File: src/rtl/instr_encoder.sv
// instr_encoder: packs field-level RV32I descriptors into instruction words and
// streams them, with sequential word addresses, toward an instruction-memory
// loader. Illegal descriptors are consumed, reported and counted, but emit nothing.
module instr_encoder #(
   parameter int unsigned ADDR_W    = 10,
   parameter int unsigned BASE_ADDR = 0,
   parameter int unsigned ERR_CNT_W = 8
) (
   input  logic                 clk,
   input  logic                 rst_n,
   input  logic                 start,
   input  logic                 in_valid,
   output logic                 in_ready,
   input  logic                 in_last,
   input  logic [6:0]           in_opcode,
   input  logic [4:0]           in_rd,
   input  logic [4:0]           in_rs1,
   input  logic [4:0]           in_rs2,
   input  logic [2:0]           in_funct3,
   input  logic [6:0]           in_funct7,
   input  logic [31:0]          in_imm,
   output logic                 out_valid,
   input  logic                 out_ready,
   output logic [31:0]          out_instr,
   output logic [ADDR_W-1:0]    out_addr,
   output logic                 out_last,
   output logic                 busy,
   output logic                 done,
   output logic                 err_pulse,
   output logic [2:0]           err_code,
   output logic [ERR_CNT_W-1:0] err_count
);

   typedef enum logic [1:0] {S_IDLE, S_RUN, S_DRAIN, S_DONE} state_t;
   typedef enum logic [2:0] {T_BAD, T_I, T_S, T_B, T_U, T_J, T_R} itype_t;
   typedef enum logic [2:0] {
      E_NONE     = 3'd0,
      E_OPCODE   = 3'd1,
      E_MISALIGN = 3'd2,
      E_RANGE    = 3'd3,
      E_ULOW     = 3'd4
   } err_t;

   state_t            r_state;
   logic [ADDR_W-1:0] r_addr;

   itype_t      w_type;
   err_t        w_code;
   logic [31:0] w_word;
   logic        w_accept;
   logic        w_i_fits;
   logic        w_b_fits;
   logic        w_j_fits;

   assign in_ready = (r_state == S_RUN) && (!out_valid || out_ready);
   assign w_accept = in_valid && in_ready;

   // Sign-extension checks: the bits above the encodable field must all match.
   assign w_i_fits = (&in_imm[31:11]) || !(|in_imm[31:11]);
   assign w_b_fits = (&in_imm[31:12]) || !(|in_imm[31:12]);
   assign w_j_fits = (&in_imm[31:20]) || !(|in_imm[31:20]);

   // Classify the opcode into an instruction format.
   always_comb begin
      w_type = T_BAD;
      case (in_opcode)
         7'b0010011, 7'b0000011, 7'b1110011, 7'b1100111: w_type = T_I;
         7'b0100011:                                     w_type = T_S;
         7'b1100011:                                     w_type = T_B;
         7'b0110111, 7'b0010111:                         w_type = T_U;
         7'b1101111:                                     w_type = T_J;
         7'b0110011:                                     w_type = T_R;
         default:                                        w_type = T_BAD;
      endcase
   end

   // Assemble the word for the format and pick the highest-priority reject reason.
   always_comb begin
      w_word = '0;
      w_code = E_NONE;
      case (w_type)
         T_I: begin
            w_word = {in_imm[11:0], in_rs1, in_funct3, in_rd, in_opcode};
            if (!w_i_fits) w_code = E_RANGE;
         end
         T_S: begin
            w_word = {in_imm[11:5], in_rs2, in_rs1, in_funct3, in_imm[4:0], in_opcode};
            if (!w_i_fits) w_code = E_RANGE;
         end
         T_B: begin
            w_word = {in_imm[12], in_imm[10:5], in_rs2, in_rs1, in_funct3,
                      in_imm[4:1], in_imm[11], in_opcode};
            if (in_imm[0])      w_code = E_MISALIGN;
            else if (!w_b_fits) w_code = E_RANGE;
         end
         T_U: begin
            w_word = {in_imm[31:12], in_rd, in_opcode};
            if (|in_imm[11:0]) w_code = E_ULOW;
         end
         T_J: begin
            w_word = {in_imm[20], in_imm[10:1], in_imm[11], in_imm[19:12], in_rd, in_opcode};
            if (in_imm[0])      w_code = E_MISALIGN;
            else if (!w_j_fits) w_code = E_RANGE;
         end
         T_R: begin
            w_word = {in_funct7, in_rs2, in_rs1, in_funct3, in_rd, in_opcode};
         end
         default: begin
            w_code = E_OPCODE;
         end
      endcase
   end

   // Run sequencing, output register, addressing and error bookkeeping.
   always_ff @(posedge clk or negedge rst_n) begin
      if (!rst_n) begin
         r_state   <= S_IDLE;
         r_addr    <= ADDR_W'(BASE_ADDR);
         out_valid <= 1'b0;
         out_instr <= '0;
         out_addr  <= '0;
         out_last  <= 1'b0;
         busy      <= 1'b0;
         done      <= 1'b0;
         err_pulse <= 1'b0;
         err_code  <= '0;
         err_count <= '0;
      end else begin
         err_pulse <= 1'b0;
         done      <= 1'b0;
         if (out_valid && out_ready) begin
            out_valid <= 1'b0;
            out_last  <= 1'b0;
         end
         case (r_state)
            S_IDLE: begin
               if (start) begin
                  r_state   <= S_RUN;
                  busy      <= 1'b1;
                  r_addr    <= ADDR_W'(BASE_ADDR);
                  err_code  <= '0;
                  err_count <= '0;
               end
            end
            S_RUN: begin
               if (w_accept) begin
                  if (w_code == E_NONE) begin
                     out_valid <= 1'b1;
                     out_instr <= w_word;
                     out_addr  <= r_addr;
                     out_last  <= in_last;
                     r_addr    <= r_addr + 1'b1;
                  end else begin
                     err_pulse <= 1'b1;
                     if (err_code == 3'd0) err_code <= w_code;
                     if (err_count != '1) err_count <= err_count + 1'b1;
                  end
                  if (in_last) r_state <= S_DRAIN;
               end
            end
            S_DRAIN: begin
               if (!out_valid || out_ready) begin
                  r_state <= S_DONE;
                  done    <= 1'b1;
               end
            end
            S_DONE: begin
               r_state <= S_IDLE;
               busy    <= 1'b0;
            end
            default: r_state <= S_IDLE;
         endcase
      end
   end

endmodule
File: config.mk
export PLATFORM = sky130hd
export DESIGN_NAME = instr_encoder
export DESIGN_NICKNAME = d
export VERILOG_FILES = /design/src/rtl/instr_encoder.sv
export SDC_FILE = /design/constraint.sdc
export NUM_CORES = 1
export LEC_CHECK = 0
export ABC_AREA = 0
export BUFFER_PORTS_ARGS = -buffer_cell sky130_fd_sc_hd__clkbuf_2
export CORE_MARGIN = 10
export CORE_UTILIZATION = 45
export CTS_BUF_LIST = sky130_fd_sc_hd__clkbuf_8 sky130_fd_sc_hd__clkbuf_16
export DETAILED_ROUTE_END_ITERATION = 10
export GPL_ROUTABILITY_DRIVEN = 0
export PLACE_DENSITY_LB_ADDON = 0.15
export SYNTH_ARGS = -nofsm -noshare
export SYNTH_HDL_FRONTEND = slang
export SYNTH_SLANG_ARGS = --single-unit
File: constraint.sdc
create_clock -name clk -period 4.05 [get_ports clk]
set_input_delay 1.215 -clock clk [delete_from_list [all_inputs] [get_ports clk]]
set_output_delay 1.215 -clock clk [all_outputs]
set_load 0.01 [all_outputs]
==> Yosys cells after proc, flatten, opt, wreduce, memory -nomap -nowiden <==
Cells that the tools add are included.
{ "totals": {"regBits": 70, "input_bits": 70} }
{ "op_classes": {"n_eq_ne": 28, "n_mux": 43, "n_reduce_logical": 32, "addsub": 2} }
{ "ops": {"columns": ["cell", "count"], "rows": [
  ["one-hot mux 32 bit (6 select lines)", 1],
  ["2-to-1 mux 8 bit", 4],
  ["2-to-1 mux 10 bit", 3],
  ["== test 7 bit, second input constant", 4],
  ["OR reduction 12 bit", 2],
  ["== test 7 x 6 -> 1 bit, second input constant", 3],
  ["AND reduction 21 bit", 1],
  ["OR reduction 21 bit", 1],
  ["one-hot mux 10 bit (2 select lines)", 1],
  ["AND reduction 20 bit", 1],
  ["OR reduction 20 bit", 1],
  ["2-to-1 mux 2 bit", 9],
  ["one-hot mux 3 bit (6 select lines)", 1],
  ["one-hot mux 8 bit (2 select lines)", 1],
  ["2-to-1 mux 3 bit", 5],
  ["one-hot mux 3 bit (5 select lines)", 1],
  ["== test 7 x 5 -> 1 bit, second input constant", 2],
  ["2-to-1 mux 1 bit", 14],
  ["AND reduction 12 bit", 1],
  ["adder 10 x 1 -> 10 bit, second input constant", 1],
  ["!= test 2 bit, second input constant", 5],
  ["AND reduction 5 bit", 2],
  ["== test 3 bit, second input constant", 3],
  ["adder 8 x 1 -> 8 bit, second input constant", 1],
  ["21 further kinds", 37]
]} }

==> Logic depth before layout (Yosys ltp) <==
{ "depth": {"word_depth": 10, "depth_mapped": 10, "mapped_depth_nobuf": 8} }

==> Least setup slack after synthesis <==
OpenSTA, ideal clock, no wires.
{ "synth_timing": {"kind": "in2reg", "from": "input port in_opcode[6]", "to": "register out_addr[3]", "t_arrival_ns": 2.980, "n_path_buf": 3, "path_stages": 9, "setup_time_ns": 0.128, "path_slack_ns": 0.943, "path_cell_list": "buf_4 -> nor2b_1 -> and3_1 -> buf_2 -> a211oi_2 -> o211ai_2 -> nor3_4 -> buf_4 -> mux2_1"} }
{ "synth_between": {"elab_chain_cells": 8, "elab_cells_between_ends": 23, "cone_classes": "eq/ne: 16; mux: 2; reduce/logical: 5"} }
{ "synth_rtl": {"columns": ["element", "line", "text"], "rows": [
  ["start: declaration", "15", "input logic [6:0] in_opcode,"],
  ["== test 7 x 5 -> 1 bit, or another cell as far along", "66", "case (in_opcode)"],
  ["OR reduction 4 bit / OR reduction 2 bit (equally long branches)", "66", null],
  ["one-hot mux 3 bit (6 select lines) (*)", "66", null],
  ["== test 3 x 2 -> 1 bit / == test 3 x 1 -> 1 bit (equally long branches)", "81", "case (w_type)"],
  ["OR reduction 2 bit (no line)", null, null],
  ["one-hot mux 3 bit (5 select lines) (*)", "81", null],
  ["logical NOT 3 bit (*)", "147", "if (w_code == E_NONE) begin"],
  ["AND reduction 3 bit (no line) (*)", null, null],
  ["end signal: assignment", "150", "out_addr <= r_addr;"],
  ["end: declaration", "25", "output logic [ADDR_W-1:0] out_addr,"]
]} }
Mark *: on every way between the ends. The rest lies on a longest branch, timed or not.
A chain may end at the register's enable or synchronous reset.

==> Worst setup path after layout <==
{ "layout_timing": {"from": "input port in_opcode[4]", "to": "register out_addr[1]"} }
Same word-level chain as after synthesis.

==> impl_metrics.json <==
{
  "finalSetupTns_ns": 0,
  "remaining_design_rule_violation_count": 0,
  "grt_first_pass_wirelength_mm": 19.1,
  "clkLatencyLatePin_ns": 0.35,
  "hold_viol_final": 0,
  "timing.reg2reg.worst_path_depth": 8,
  "main_combinational_cell_family_by_area_after_synthesis": "compound AO/OA/AOI/OAI gates",
  "final.min_clock_period_ns": 3.18,
  "yosysUniqueCellTypes": 54,
  "syn-instance-count": 408,
  "row_count": 33,
  "cp_data_arrival_time_ns": 3.41,
  "beginning_of_the_critical_path": "in_opcode[4]",
  "die_area_um2": 12500,
  "number_of_buffers_inserted_by_post_cts_setup_repair": 0,
  "synthDominantCellAreaShare_pct": 46.1,
  "placement.cell_area_um2": 4510,
  "synth-adder-area-share_pct": 1.98,
  "simple_gate_share_of_the_synthesized_area_pct": 20.2,
  "ys_flop_type": "sky130_fd_sc_hd__dfrtp_1",
  "drt-initial-drc-count": 282,
  "max_freq_mhz": 315,
  "tritoncts": "yes",
  "worstHoldPathType": "reg2reg",
  "worst-endpoint-required_ns": 4.28,
  "worst_r2r_endpoint": "r_addr[7]$_DFFE_PN0P_",
  "finish.net_count": 606,
  "grt_antenna_before_repair": 0,
  "cts_resized": 0,
  "n_antenna_cell": 0,
  "final_setup_skew_ns": 0.0107,
  "mappedNetlistNets": 484,
  "synth-seq-cells": 70,
  "path_max_fanout": 25,
  "start_util_pct": 46.2,
  "finalWorstSetupSlack_ns": 0.873,
  "design.portCount": 129,
  "cts_inserted_buffers": 9,
  "tritoncts_sink_count": 70,
  "postCtsHoldBufs": 0,
  "fin_crit_sh_pct": 78.4,
  "drv_cap": 0,
  "drt-total-wl_mm": 11.8,
  "setup.worst_path.start_class": "input port",
  "grt_setup_unrepaired": "no",
  "grt_remaining_overflow": 0,
  "drive_gt1_share_pct": 30.3,
  "drt-pass1-iter-count": 5,
  "ir_drop_v": 0.000272,
  "synth_largest_area_cell": "sky130_fd_sc_hd__dfrtp_1",
  "p_leak_uw": 0.00226,
  "transition_at_the_pin_with_the_smallest_max_transition_slack_ns": 0.970,
  "postLayoutCellArea_um2": 4670,
  "endpoints_failing_setup": 0,
  "die-width_um": 112,
  "synthMostInstantiatedCell": "sky130_fd_sc_hd__dfrtp_1",
  "muxShareOfSynthArea_pct": 4.12,
  "vias": 3762,
  "fp.dieH_um": 112,
  "outcome": "finished, final reports clean",
  "synthArstFlopShare_pct": 100,
  "pwr_density_cell_nw_per_um2": 517,
  "antenna_violating_nets_post_route": 0,
  "synth_area_leaders": "sky130_fd_sc_hd__dfrtp_1 46%, sky130_fd_sc_hd__a21oi_1 4.9%, sky130_fd_sc_hd__nor2_1 4.5%",
  "avgRoutedWirePerCell_um": 18.5,
  "complex_gate_fraction_of_the_synthesized_area_pct": 23.1,
  "numPortBuffers": 128,
  "grt_start_max_net_pins": 48,
  "global_route.usage.total_pct": 18.4,
  "max_slew_headroom_pct": 35.2,
  "pre_cts_ws_ns": 0.508,
  "yosysSeqAreaShare_pct": 46.1,
  "ys.warnings.count": 0,
  "total_number_of_h_tree_levels": 3,
  "endpoint_kind": "register",
  "report.final.slew_viol_count": 0,
  "reg2reg_setup_slack_ns": 1.62,
  "post_synth_xor_area_fraction_pct": 0.231,
  "synth_edf_count": 0,
  "grt_pass1_vias": 3662,
  "critical-path-max-stage-delay_ns": 0.37,
  "timing.rr.start": "r_state[1]$_DFFE_PN0P_",
  "cts_buffer_depth": 2,
  "synth_area_per_cell_um2": 9.31,
  "worstPathCellList": "clkbuf_2 > nor2b_1 > and3_1 > a211oi_2 > o211ai_2 > nor3_4 > buf_4 > mux2_2",
  "top_post_synthesis_cells_by_count": "70 x sky130_fd_sc_hd__dfrtp_1, 46 x sky130_fd_sc_hd__nor2_1, 37 x sky130_fd_sc_hd__a21oi_1",
  "core_area_um2": 8220,
  "cts.root.buffer_cell": "sky130_fd_sc_hd__clkbuf_8",
  "timing.critical_path.slowest_stage_cell": "sky130_fd_sc_hd__and3_1",
  "layout.filler_cells": 783,
  "area_growth_syn_to_layout_pct": 23.1,
  "post_drt_via_cell_ratio": 5.88,
  "dpl.hpwl_mm": 9.16,
  "synthesis.area_um2": 3800,
  "timing.setup.critical_path_class": "in2reg",
  "cts.clk_slew.worst_paths_ns": 0.08,
  "crit_path_end": "out_addr[1]$_DFFE_PN0P_"
}
[area by class of cell]
type | count | area (um2) | area share [%]
tap | 105 | 131 | 2.81
clock inverter | 7 | 35.0 | 0.750
multi-input combinational | 302 | 1880 | 40.3
sequential | 70 | 1750 | 37.5
timing repair buffer | 134 | 698 | 14.9
inverter | 13 | 48.8 | 1.04
clock buffer | 9 | 124 | 2.65
[how the worst min path moves through the flow]
stage                              from                        to  slack (ns)  cells after the start
6_report       out_instr[1]$_DFFE_PN0P_  out_instr[1]$_DFFE_PN0P_        0.47                      1
5_1_grt        out_instr[1]$_DFFE_PN0P_  out_instr[1]$_DFFE_PN0P_        0.49                      1
4_1_cts        out_instr[1]$_DFFE_PN0P_  out_instr[1]$_DFFE_PN0P_        0.48                      1
3_5_place_dp   out_instr[1]$_DFFE_PN0P_  out_instr[1]$_DFFE_PN0P_        0.46                      1
3_3_place_gp   out_instr[1]$_DFFE_PN0P_  out_instr[1]$_DFFE_PN0P_        0.46                      1
2_1_floorplan     r_addr[9]$_DFFE_PN0P_     r_addr[9]$_DFFE_PN0P_        0.48                      2
[metal layers]
layer | share of wire, % | wire length [um] | GRT usage (%) | up-vias
li1 | - | - | - | 1786
met1 | 41 | 4870 | 22.5 | 1783
met2 | 49 | 5760 | 30.1 | 174
met3 | 8.3 | 986 | 5.31 | 19
met4 | 1.8 | 216 | 6.60 | 0
met5 | 0 | 0 | 0 | -
[metrics by stage]
stage | hold WS (ns) | std cells | utilization [%] | power (uW)
2_1_floorplan | 0.483 | 408 | - | 1570
3_3_place_gp | 0.457 | 624 | 54.9 | 1930
3_5_place_dp | 0.456 | 624 | 54.9 | 1960
4_1_cts | 0.476 | 640 | 56.9 | 2430
5_1_grt | 0.490 | 640 | 56.9 | 2590
6_report | 0.473 | 640 | 56.9 | 2420
[critical path: cells and delay by family]
kind,cells,cell delay (ns)
AND/OR/NAND/NOR,3,0.84
AO/OA/AOI/OAI,2,0.52
buffers and inverters,2,0.47
multiplexers,1,0.36
[power by group]
part	leakage, uW	switching (uW)	total [uW]	internal [uW]
Sequential	0.000916	135	1040	900
Clock	0.0000965	266	480	213
Combinational	0.00125	547	902	355
[sequential cells by signal, indices dropped and copies added (netlist names)]
name	cells
out_last	1
out_instr	32
out_valid	1
busy	1
err_count	8
err_pulse	1
out_addr	10
err_code	3
r_addr	10
r_state	2
done	1
[cells in the final DEF, fill, tap and decap left out, types with 13 or more instances in the layout]
| cell | count |
|---|---|
| sky130_fd_sc_hd__clkbuf_2 | 127 |
| sky130_fd_sc_hd__dfrtp_1 | 70 |
| sky130_fd_sc_hd__nor2_1 | 46 |
| sky130_fd_sc_hd__a21oi_1 | 37 |
| sky130_fd_sc_hd__nand2_1 | 30 |
| sky130_fd_sc_hd__o21ai_0 | 20 |
| sky130_fd_sc_hd__inv_1 | 16 |
| sky130_fd_sc_hd__nand3_1 | 16 |
| sky130_fd_sc_hd__nor4_1 | 13 |
| sky130_fd_sc_hd__a22oi_1 | 13 |
[logic make-up (layout without fill, tap and decap cells)]
kind of cell / Yosys count / after routing
AOI/OAI and AO/OA: 128 / 128
xor gates and xnor gates: 1 / 1
adders and majority gates: 6 / 6
buffers and inverters: 36 / 163
DFF: 70 / 70
muxes: 14 / 14
and+or+nand+nor: 153 / 153
No activity file was read; power rests on OpenSTA's default activity.
